### src/rtl/ddr3_word_bridge_pkg.sv
// Shared types and helpers for the 32-bit CPU to 128-bit Avalon DDR3 bridge.
package ddr3_bridge_pkg;

  localparam int unsigned CPU_W    = 32;
  localparam int unsigned CPU_BE_W = 4;
  localparam int unsigned LINE_W   = 128;
  localparam int unsigned LANE_W   = 2;
  localparam int unsigned BE_W     = 16;
  localparam int unsigned STATE_W  = 3;

  localparam logic [STATE_W-1:0] ST_IDLE    = 3'd0;
  localparam logic [STATE_W-1:0] ST_WR_CMD  = 3'd1;
  localparam logic [STATE_W-1:0] ST_RD_CMD  = 3'd2;
  localparam logic [STATE_W-1:0] ST_RD_WAIT = 3'd3;
  localparam logic [STATE_W-1:0] ST_DONE    = 3'd4;

  typedef enum logic [STATE_W-1:0] {
    IDLE    = ST_IDLE,
    WR_CMD  = ST_WR_CMD,
    RD_CMD  = ST_RD_CMD,
    RD_WAIT = ST_RD_WAIT,
    DONE    = ST_DONE
  } state_t;

  // Place a 4-bit word byte enable onto its lane of the 16-byte line.
  function automatic logic [BE_W-1:0] lane_be(input logic [CPU_BE_W-1:0] be,
                                              input logic [LANE_W-1:0] lane);
    return BE_W'(be) << {lane, 2'b00};
  endfunction

  // Extract one 32-bit word from a 128-bit line.
  function automatic logic [CPU_W-1:0] lane_word(input logic [LINE_W-1:0] line,
                                                 input logic [LANE_W-1:0] lane);
    return line[{lane, 5'b00000} +: CPU_W];
  endfunction

endpackage

### src/rtl/ddr3_word_bridge_if.sv
// CPU word-port and Avalon-MM bus interfaces used by ddr3_word_bridge.
interface cpu_word_if;
  logic        valid;
  logic        ready;
  logic        we;
  logic [31:0] addr;
  logic [31:0] wdata;
  logic [3:0]  be;
  logic        done;
  logic [31:0] rdata;

  modport master (output valid, we, addr, wdata, be, input ready, done, rdata);
  modport slave  (input valid, we, addr, wdata, be, output ready, done, rdata);
endinterface

interface avl_mm_if #(
  parameter int unsigned ADDR_W = 26,
  parameter int unsigned DATA_W = 128
);
  logic                  waitrequest;
  logic [ADDR_W-1:0]     address;
  logic                  write;
  logic                  read;
  logic [DATA_W-1:0]     writedata;
  logic [DATA_W/8-1:0]   byteenable;
  logic                  readdatavalid;
  logic [DATA_W-1:0]     readdata;

  modport master (input waitrequest, readdatavalid, readdata,
                  output address, write, read, writedata, byteenable);
  modport slave  (output waitrequest, readdatavalid, readdata,
                  input address, write, read, writedata, byteenable);
endinterface

### src/rtl/ddr3_word_bridge_line_buf.sv
// One-line read buffer (tag, 128-bit data, valid) with write-through byte merge.
// Compiled only when LINE_BUF_EN is defined.
`ifdef LINE_BUF_EN
module ddr3_line_buf
  import ddr3_bridge_pkg::*;
#(
  parameter int unsigned ADDR_W = 26
) (
  input  logic              iCLK,
  input  logic              iRST,
  input  logic [ADDR_W-1:0] lookup_tag,
  input  logic [ADDR_W-1:0] cmd_tag,
  input  logic              fill_en,
  input  logic [LINE_W-1:0] fill_data,
  input  logic              wr_en,
  input  logic [LINE_W-1:0] wr_data,
  input  logic [BE_W-1:0]   wr_be,
  output logic              hit_c,
  output logic [LINE_W-1:0] line_c
);

  logic              valid_q;
  logic [ADDR_W-1:0] tag_q;
  logic [LINE_W-1:0] data_q;

  assign hit_c  = valid_q && (tag_q == lookup_tag);
  assign line_c = data_q;

  // Fill on read return; merge enabled bytes when a store to this line is accepted.
  always_ff @(posedge iCLK) begin
    if (iRST) begin
      valid_q <= 1'b0;
      tag_q   <= '0;
      data_q  <= '0;
    end else if (fill_en) begin
      valid_q <= 1'b1;
      tag_q   <= cmd_tag;
      data_q  <= fill_data;
    end else if (wr_en && valid_q && (tag_q == cmd_tag)) begin
      for (int b = 0; b < int'(BE_W); b++) begin
        if (wr_be[b]) data_q[8*b +: 8] <= wr_data[8*b +: 8];
      end
    end
  end

endmodule
`endif

### src/rtl/ddr3_word_bridge.sv
// Single-outstanding 32-bit load/store to 128-bit Avalon-MM bridge for the DDR3 controller.
// Optional one-line read buffer enabled by defining LINE_BUF_EN.
module ddr3_word_bridge
  import ddr3_bridge_pkg::*;
#(
  parameter int unsigned ADDR_W = 26,
  parameter int unsigned DATA_W = 128
) (
  input  logic     iCLK,
  input  logic     iRST,
  cpu_word_if.slave cpu,
  avl_mm_if.master  avl
);

  state_t            state;
  logic [LANE_W-1:0] lane_q;
  logic              hit_c;
  logic [LINE_W-1:0] buf_line;
  logic              unused_addr_bits;

  // Bytes within a word and address bits above the DDR3 window alias away.
  assign unused_addr_bits = ^{cpu.addr[CPU_W-1:ADDR_W+4], cpu.addr[1:0]};

`ifdef LINE_BUF_EN
  ddr3_line_buf #(.ADDR_W(ADDR_W)) u_line_buf (
    .iCLK       (iCLK),
    .iRST       (iRST),
    .lookup_tag (cpu.addr[ADDR_W+3:4]),
    .cmd_tag    (avl.address),
    .fill_en    ((state == RD_WAIT) && avl.readdatavalid),
    .fill_data  (avl.readdata),
    .wr_en      ((state == WR_CMD) && !avl.waitrequest),
    .wr_data    (avl.writedata),
    .wr_be      (avl.byteenable),
    .hit_c      (hit_c),
    .line_c     (buf_line)
  );
`else
  assign hit_c    = 1'b0;
  assign buf_line = '0;
`endif

  always_ff @(posedge iCLK) begin
    if (iRST) begin
      state          <= IDLE;
      lane_q         <= '0;
      cpu.ready      <= 1'b1;
      cpu.done       <= 1'b0;
      cpu.rdata      <= '0;
      avl.read       <= 1'b0;
      avl.write      <= 1'b0;
      avl.address    <= '0;
      avl.writedata  <= '0;
      avl.byteenable <= '0;
    end else begin
      cpu.done <= 1'b0;
      case (state)
        IDLE: begin
          if (cpu.valid && cpu.ready) begin
            lane_q    <= cpu.addr[3:2];
            cpu.ready <= 1'b0;
            if (cpu.we) begin
              avl.address    <= cpu.addr[ADDR_W+3:4];
              avl.writedata  <= {(DATA_W/CPU_W){cpu.wdata}};
              avl.byteenable <= lane_be(cpu.be, cpu.addr[3:2]);
              avl.write      <= 1'b1;
              state          <= WR_CMD;
            end else if (hit_c) begin
              // Buffered line: answer locally without touching the bus.
              cpu.rdata <= lane_word(buf_line, cpu.addr[3:2]);
              cpu.done  <= 1'b1;
              state     <= DONE;
            end else begin
              avl.address    <= cpu.addr[ADDR_W+3:4];
              avl.byteenable <= {BE_W{1'b1}};
              avl.read       <= 1'b1;
              state          <= RD_CMD;
            end
          end
        end
        WR_CMD: begin
          if (!avl.waitrequest) begin
            avl.write <= 1'b0;
            cpu.done  <= 1'b1;
            state     <= DONE;
          end
        end
        RD_CMD: begin
          if (!avl.waitrequest) begin
            avl.read <= 1'b0;
            state    <= RD_WAIT;
          end
        end
        RD_WAIT: begin
          if (avl.readdatavalid) begin
            cpu.rdata <= lane_word(avl.readdata, lane_q);
            cpu.done  <= 1'b1;
            state     <= DONE;
          end
        end
        DONE: begin
          cpu.ready <= 1'b1;
          state     <= IDLE;
        end
        default: begin
          cpu.ready <= 1'b1;
          avl.read  <= 1'b0;
          avl.write <= 1'b0;
          state     <= IDLE;
        end
      endcase
    end
  end

endmodule

### src/flat_wrapper.sv
// flat-port wrapper written by rule: the top's interface ports become plain ports
module ddr3_word_bridge_flat import ddr3_bridge_pkg::*;
#(
  parameter int unsigned ADDR_W = 26,
  parameter int unsigned DATA_W = 128
)
  (iCLK, iRST, cpu_valid, cpu_we, cpu_addr, cpu_wdata, cpu_be, cpu_ready, cpu_done, cpu_rdata, avl_waitrequest, avl_readdatavalid, avl_readdata, avl_address, avl_write, avl_read, avl_writedata, avl_byteenable);
  cpu_word_if cpu_i ();
  avl_mm_if #(.ADDR_W(ADDR_W), .DATA_W(DATA_W)) avl_i ();
  input  logic iCLK;
  input  logic iRST;
  input wire logic [$bits(cpu_i.valid)-1:0] cpu_valid;
  input wire logic [$bits(cpu_i.we)-1:0] cpu_we;
  input wire logic [$bits(cpu_i.addr)-1:0] cpu_addr;
  input wire logic [$bits(cpu_i.wdata)-1:0] cpu_wdata;
  input wire logic [$bits(cpu_i.be)-1:0] cpu_be;
  output wire logic [$bits(cpu_i.ready)-1:0] cpu_ready;
  output wire logic [$bits(cpu_i.done)-1:0] cpu_done;
  output wire logic [$bits(cpu_i.rdata)-1:0] cpu_rdata;
  input wire logic [$bits(avl_i.waitrequest)-1:0] avl_waitrequest;
  input wire logic [$bits(avl_i.readdatavalid)-1:0] avl_readdatavalid;
  input wire logic [$bits(avl_i.readdata)-1:0] avl_readdata;
  output wire logic [$bits(avl_i.address)-1:0] avl_address;
  output wire logic [$bits(avl_i.write)-1:0] avl_write;
  output wire logic [$bits(avl_i.read)-1:0] avl_read;
  output wire logic [$bits(avl_i.writedata)-1:0] avl_writedata;
  output wire logic [$bits(avl_i.byteenable)-1:0] avl_byteenable;
  assign cpu_i.valid = cpu_valid;
  assign cpu_i.we = cpu_we;
  assign cpu_i.addr = cpu_addr;
  assign cpu_i.wdata = cpu_wdata;
  assign cpu_i.be = cpu_be;
  assign cpu_ready = cpu_i.ready;
  assign cpu_done = cpu_i.done;
  assign cpu_rdata = cpu_i.rdata;
  assign avl_i.waitrequest = avl_waitrequest;
  assign avl_i.readdatavalid = avl_readdatavalid;
  assign avl_i.readdata = avl_readdata;
  assign avl_address = avl_i.address;
  assign avl_write = avl_i.write;
  assign avl_read = avl_i.read;
  assign avl_writedata = avl_i.writedata;
  assign avl_byteenable = avl_i.byteenable;
  ddr3_word_bridge #(.ADDR_W(ADDR_W), .DATA_W(DATA_W)) u_core (.iCLK(iCLK), .iRST(iRST), .cpu(cpu_i), .avl(avl_i));
endmodule
### config.mk
export PLATFORM = sky130hd
export DESIGN_NAME = ddr3_word_bridge_flat
export DESIGN_NICKNAME = d
export VERILOG_FILES = /design/src/rtl/ddr3_word_bridge_pkg.sv /design/src/rtl/ddr3_word_bridge_if.sv /design/src/rtl/ddr3_word_bridge_line_buf.sv /design/src/rtl/ddr3_word_bridge.sv /design/src/flat_wrapper.sv
export SDC_FILE = /design/constraint.sdc
export NUM_CORES = 1
export LEC_CHECK = 0
export CORE_AREA = 2 2 160 162
export DETAILED_ROUTE_END_ITERATION = 8
export DIE_AREA = 0 0 162 164
export HOLD_SLACK_MARGIN = 0.1
export PLACE_DENSITY_LB_ADDON = 0.08
export SYNTH_ARGS = -nofsm -noshare
export SYNTH_HDL_FRONTEND = slang
export SYNTH_SLANG_ARGS = --single-unit
### constraint.sdc
create_clock -name iCLK -period 2.1 [get_ports iCLK]
set_input_delay 0.63 -clock iCLK [delete_from_list [all_inputs] [get_ports iCLK]]
set_output_delay 0.63 -clock iCLK [all_outputs]
set_load 0.05 [all_outputs]
==> impl_summary.log <==
INFO  metric status = finished, final reports clean
INFO  metric synthesis.yosys.warnings = 0
INFO  metric clockBufferDepth = 2
INFO  metric die_w = 162 µm
INFO  metric drc_errors = 0
INFO  metric kind_of_launch_point_of_the_worst_setup_path = flop
INFO  metric floorplan.io_pins = slightly above 400
INFO  metric power.internal = around 0.0057 W
INFO  metric finalWirelength = 20.31 mm
INFO  metric num-fill-cells = 2519
INFO  metric antenna_found_initial = 1
INFO  metric post-dp-hpwl = 15.70 mm
INFO  metric maxCapViolCount = 0
INFO  metric grt_setup_unrepaired = no
INFO  metric max_stage_delay = 0.47 ns
INFO  metric hold_viol = 0
INFO  metric clock-skew-final = 0.007154 ns
INFO  metric number_of_global_route_vias_before_repair = 5153
INFO  metric netlist_area = 5465 µm²
INFO  metric timing_worst_setup_path_type = reg -> out
INFO  metric gp_routability_congestion = 0.7736
INFO  metric tritoncts.num_buffers = 17
INFO  metric cts_hold_buf = 0
INFO  metric post_synth_top_area_share = 42.12%
INFO  metric arr_time_crit_path = between 1 and 1.5 ns
INFO  metric postLayoutCellArea = 9420 µm²
INFO  metric netlist.top_cell.by_area = sky130_fd_sc_hd__dfxtp_1
INFO  metric placeableCoreArea = approximately 25000 µm²
INFO  metric drt-initial-drc-count = 193
INFO  metric grt.overflow.total = 0
INFO  metric multiInputGateArea = between 2000 and 2500 µm²
INFO  metric tightestPinTransition = around 0.49 ns
INFO  metric leakage = around 3.9 nW
INFO  metric drt_first_pass_iters = 4
INFO  metric placement.cell_area = around 8800 µm²
INFO  metric power.share.switching = 34.88%
INFO  metric crit_path_max_fanout = 5
INFO  metric final.min_clock_period = roughly 1.8 ns
INFO  metric layout-area-overhead-vs-synth = 72.37%
INFO  metric timing.max_slew.rel_slack = 67.40%
INFO  metric vias = 5241
INFO  metric total_power = 0.008745 W
INFO  metric critical_path.top_delay_family = flip-flops
INFO  metric dp_slack = -0.08395 ns
INFO  metric synthesis.nets = just under 800
INFO  metric ys_seq_area_share = 42.12%
INFO  metric path_buf_inv = 1
INFO  metric switchingPower = 0.003050 W
INFO  metric htreeDepth = 4
INFO  metric postSynthRegisterBits = 115
INFO  metric hold_path_class = reg -> reg
INFO  metric numPortBuffers = 403
INFO  metric fin_hold_ws = between 0.4 and 0.5 ns
INFO  metric grt_start_max_net_pins = 41
INFO  metric period_share = 84.04%
INFO  metric achievable-frequency = 566.6 MHz
INFO  metric netlist-cell-type-count = 33
INFO  metric detail_route.wl_per_cell = between 15 and 20 µm
INFO  metric post_synth_main_area_contributors = sky130_fd_sc_hd__dfxtp_1, sky130_fd_sc_hd__buf_4, sky130_fd_sc_hd__mux4_2, sky130_fd_sc_hd__nand2_1, sky130_fd_sc_hd__a21oi_1
INFO  metric grt_util_all_layers = 14.47%
INFO  metric ir_worst_vdd = 0.4405 mV
INFO  metric powerDensity = 928.3 nW/µm²
INFO  metric clk_latency = 0.41 ns
INFO  metric via_per_inst = 4.237
INFO  metric cts_tree = built
INFO  metric end_kind = output pin
INFO  metric syn_avg_cell_area = 9.358 µm²
INFO  metric die_area = 26570 µm²
INFO  metric crit_required = 1.47 ns
INFO  metric postLayoutSetupSlackWorst = 0.3352 ns
INFO  metric fp.dieH = 164 µm
INFO  metric post_route_cells_drive_above_1_share = about a third
INFO  metric postCtsSetupBuffers = 0
INFO  metric seq_power_share = 29.2%
INFO  metric ff_latch_area = 2303 µm²
INFO  metric grt_first_pass_wirelength = 29.61 mm
INFO  metric rows = between 50 and 60
INFO  metric power.share.clock = 36.6%
INFO  metric cts_num_sinks = between 100 and 150
INFO  metric path_clk_slew = approximately 0.05 ns
INFO  metric final_report_setup_violation_count = 0
INFO  metric ctsResizeCount = 0
INFO  metric post_synth_inst_count = 584
INFO  metric initial_utilization = 22.02%
INFO  metric postRouteAntennaNets = 0
INFO  metric crit_path_cell_trace = buf_4
INFO  metric final_nets = 1094
INFO  metric slew_viol_final = 0
INFO  metric clockRootBuffer = sky130_fd_sc_hd__clkbuf_16
INFO  metric crit_slowest_cell = sky130_fd_sc_hd__dfxtp_1
INFO  metric power.share.combinational = 34.2%
==> final timing paths <==
check	endpoint	depth (start not counted)	slack, ns	from
max	avl_writedata[117]	1	0.34	u_core.avl.writedata[117]
min	u_core.avl.address[8]	2	0.46	u_core.avl.address[8]
max reg2reg	u_core.cpu.rdata[19]	5	0.53	u_core.state[1]
min reg2reg	u_core.avl.address[8]	2	0.46	u_core.avl.address[8]
==> worst register-to-register path, delay by kind of cell, from the launching register on <==
family,cells,cell delay (ns)
flip-flops,1,0.61
AO/OA/AOI/OAI,1,0.26
buffers and inverters,1,0.16
AND/OR/NAND/NOR,3,0.43
==> metal layers <==
| metal | wire, µm | share of wire, % | vias to the layer above | global-route usage (%) |
|---|---|---|---|---|
| met4 | 218 | 1.1 | 0 | 4.827 |
| met5 | 0 | 0 | - | 0 |
| met1 | 7675 | 38 | 2468 | 15.98 |
| met3 | 1656 | 8.2 | 14 | 4.949 |
| met2 | 10760 | 53 | 201 | 26.02 |
| li1 | - | - | 2558 | - |
==> registers in the layout, summed over array words and instances (netlist names) <==
| signal | flops |
|---|---|
| u_core.avl.write | 1 |
| u_core.avl.read | 1 |
| u_core.cpu.ready | 1 |
| u_core.avl.writedata | 32 |
| u_core.state | 3 |
| u_core.lane_q | 2 |
| u_core.avl.byteenable | 16 |
| u_core.avl.address | 26 |
| u_core.cpu.rdata | 32 |
| u_core.cpu.done | 1 |
==> cell usage in the layout, fill, tap and decap left out, types with 3 or more instances in the layout <==
| cell type | instances |
|---|---|
| sky130_fd_sc_hd__clkinv_2 | 3 |
| sky130_fd_sc_hd__bufinv_16 | 5 |
| sky130_fd_sc_hd__o21ai_0 | 4 |
| sky130_fd_sc_hd__o22ai_1 | 8 |
| sky130_fd_sc_hd__buf_4 | 221 |
| sky130_fd_sc_hd__a21oi_1 | 62 |
| sky130_fd_sc_hd__nor2_1 | 22 |
| sky130_fd_sc_hd__mux4_2 | 32 |
| sky130_fd_sc_hd__clkdlybuf4s50_1 | 196 |
| sky130_fd_sc_hd__dfxtp_1 | 114 |
| sky130_fd_sc_hd__a22o_1 | 32 |
| sky130_fd_sc_hd__nand2b_1 | 4 |
| sky130_fd_sc_hd__buf_12 | 8 |
| sky130_fd_sc_hd__a311oi_1 | 8 |
| sky130_fd_sc_hd__clkbuf_16 | 17 |
| sky130_fd_sc_hd__nand2_1 | 137 |
==> power groups by stage <==
stage               registers, W  clock network, W  logic, W
floorplan                0.00318                 0   0.00140
global placement         0.00259                 0   0.00302
detailed placement       0.00260                 0   0.00302
CTS                      0.00256           0.00332   0.00303
global route             0.00259           0.00341   0.00316
finish                   0.00255           0.00320   0.00299
==> area by class of cell <==
type / count / share of cell area (%)
Clock buffer: 19 / 4.702
Sequential cell: 115 / 24.45
Multi-Input combinational cell: 331 / 23.99
Inverter: 1 / 0.03985
Timing Repair Buffer: 426 / 40.19
Antenna cell: 2 / 0.05313
Tap cell: 330 / 4.383
Clock inverter: 13 / 2.192
==> stage by stage <==
step / util [%] / setup TNS [ns] / cells
floorplan: - / 0 / 584
global placement: 35.32 / -1.430 / 1203
detailed placement: 35.32 / -2.059 / 1203
CTS: 37.94 / 0 / 1235
global route: 37.95 / 0 / 1236
finish: 37.96 / 0 / 1237
==> cell families after synthesis <==
group | after synthesis | share of synthesized area [%]
AND/OR/NAND/NOR | 178 | 13.55
buffers and inverters | 138 | 16.69
AO/OA/AOI/OAI | 121 | 14.45
flip-flops | 115 | 42.12
multiplexers | 32 | 13.19
==> synth_stat cells <==
cell	n
sky130_fd_sc_hd__a211o_1	1
sky130_fd_sc_hd__a22o_1	32
sky130_fd_sc_hd__nor4_1	2
sky130_fd_sc_hd__o21ai_0	4
sky130_fd_sc_hd__buf_4	97
sky130_fd_sc_hd__o221a_2	1
sky130_fd_sc_hd__or4_1	1
sky130_fd_sc_hd__nand2b_1	4
sky130_fd_sc_hd__nor4_4	1
sky130_fd_sc_hd__nor3_1	1
sky130_fd_sc_hd__nor2_1	23
sky130_fd_sc_hd__nand3_1	1
sky130_fd_sc_hd__nor4b_2	1
sky130_fd_sc_hd__or3_1	2
sky130_fd_sc_hd__buf_2	24
sky130_fd_sc_hd__nor2b_1	1
sky130_fd_sc_hd__and2_1	2
sky130_fd_sc_hd__mux4_2	32
sky130_fd_sc_hd__buf_1	1
sky130_fd_sc_hd__nor3_2	1
sky130_fd_sc_hd__clkbuf_1	15
sky130_fd_sc_hd__nand3b_1	1
sky130_fd_sc_hd__a31oi_1	1
sky130_fd_sc_hd__o211a_1	1
sky130_fd_sc_hd__inv_1	1
sky130_fd_sc_hd__a21oi_1	62
sky130_fd_sc_hd__nand2_1	137
sky130_fd_sc_hd__a311oi_1	8
sky130_fd_sc_hd__a211oi_1	1
sky130_fd_sc_hd__dfxtp_1	115
sky130_fd_sc_hd__o31ai_1	1
sky130_fd_sc_hd__o21a_1	1
sky130_fd_sc_hd__o22ai_1	8
Power figures use the tool's default switching activity.
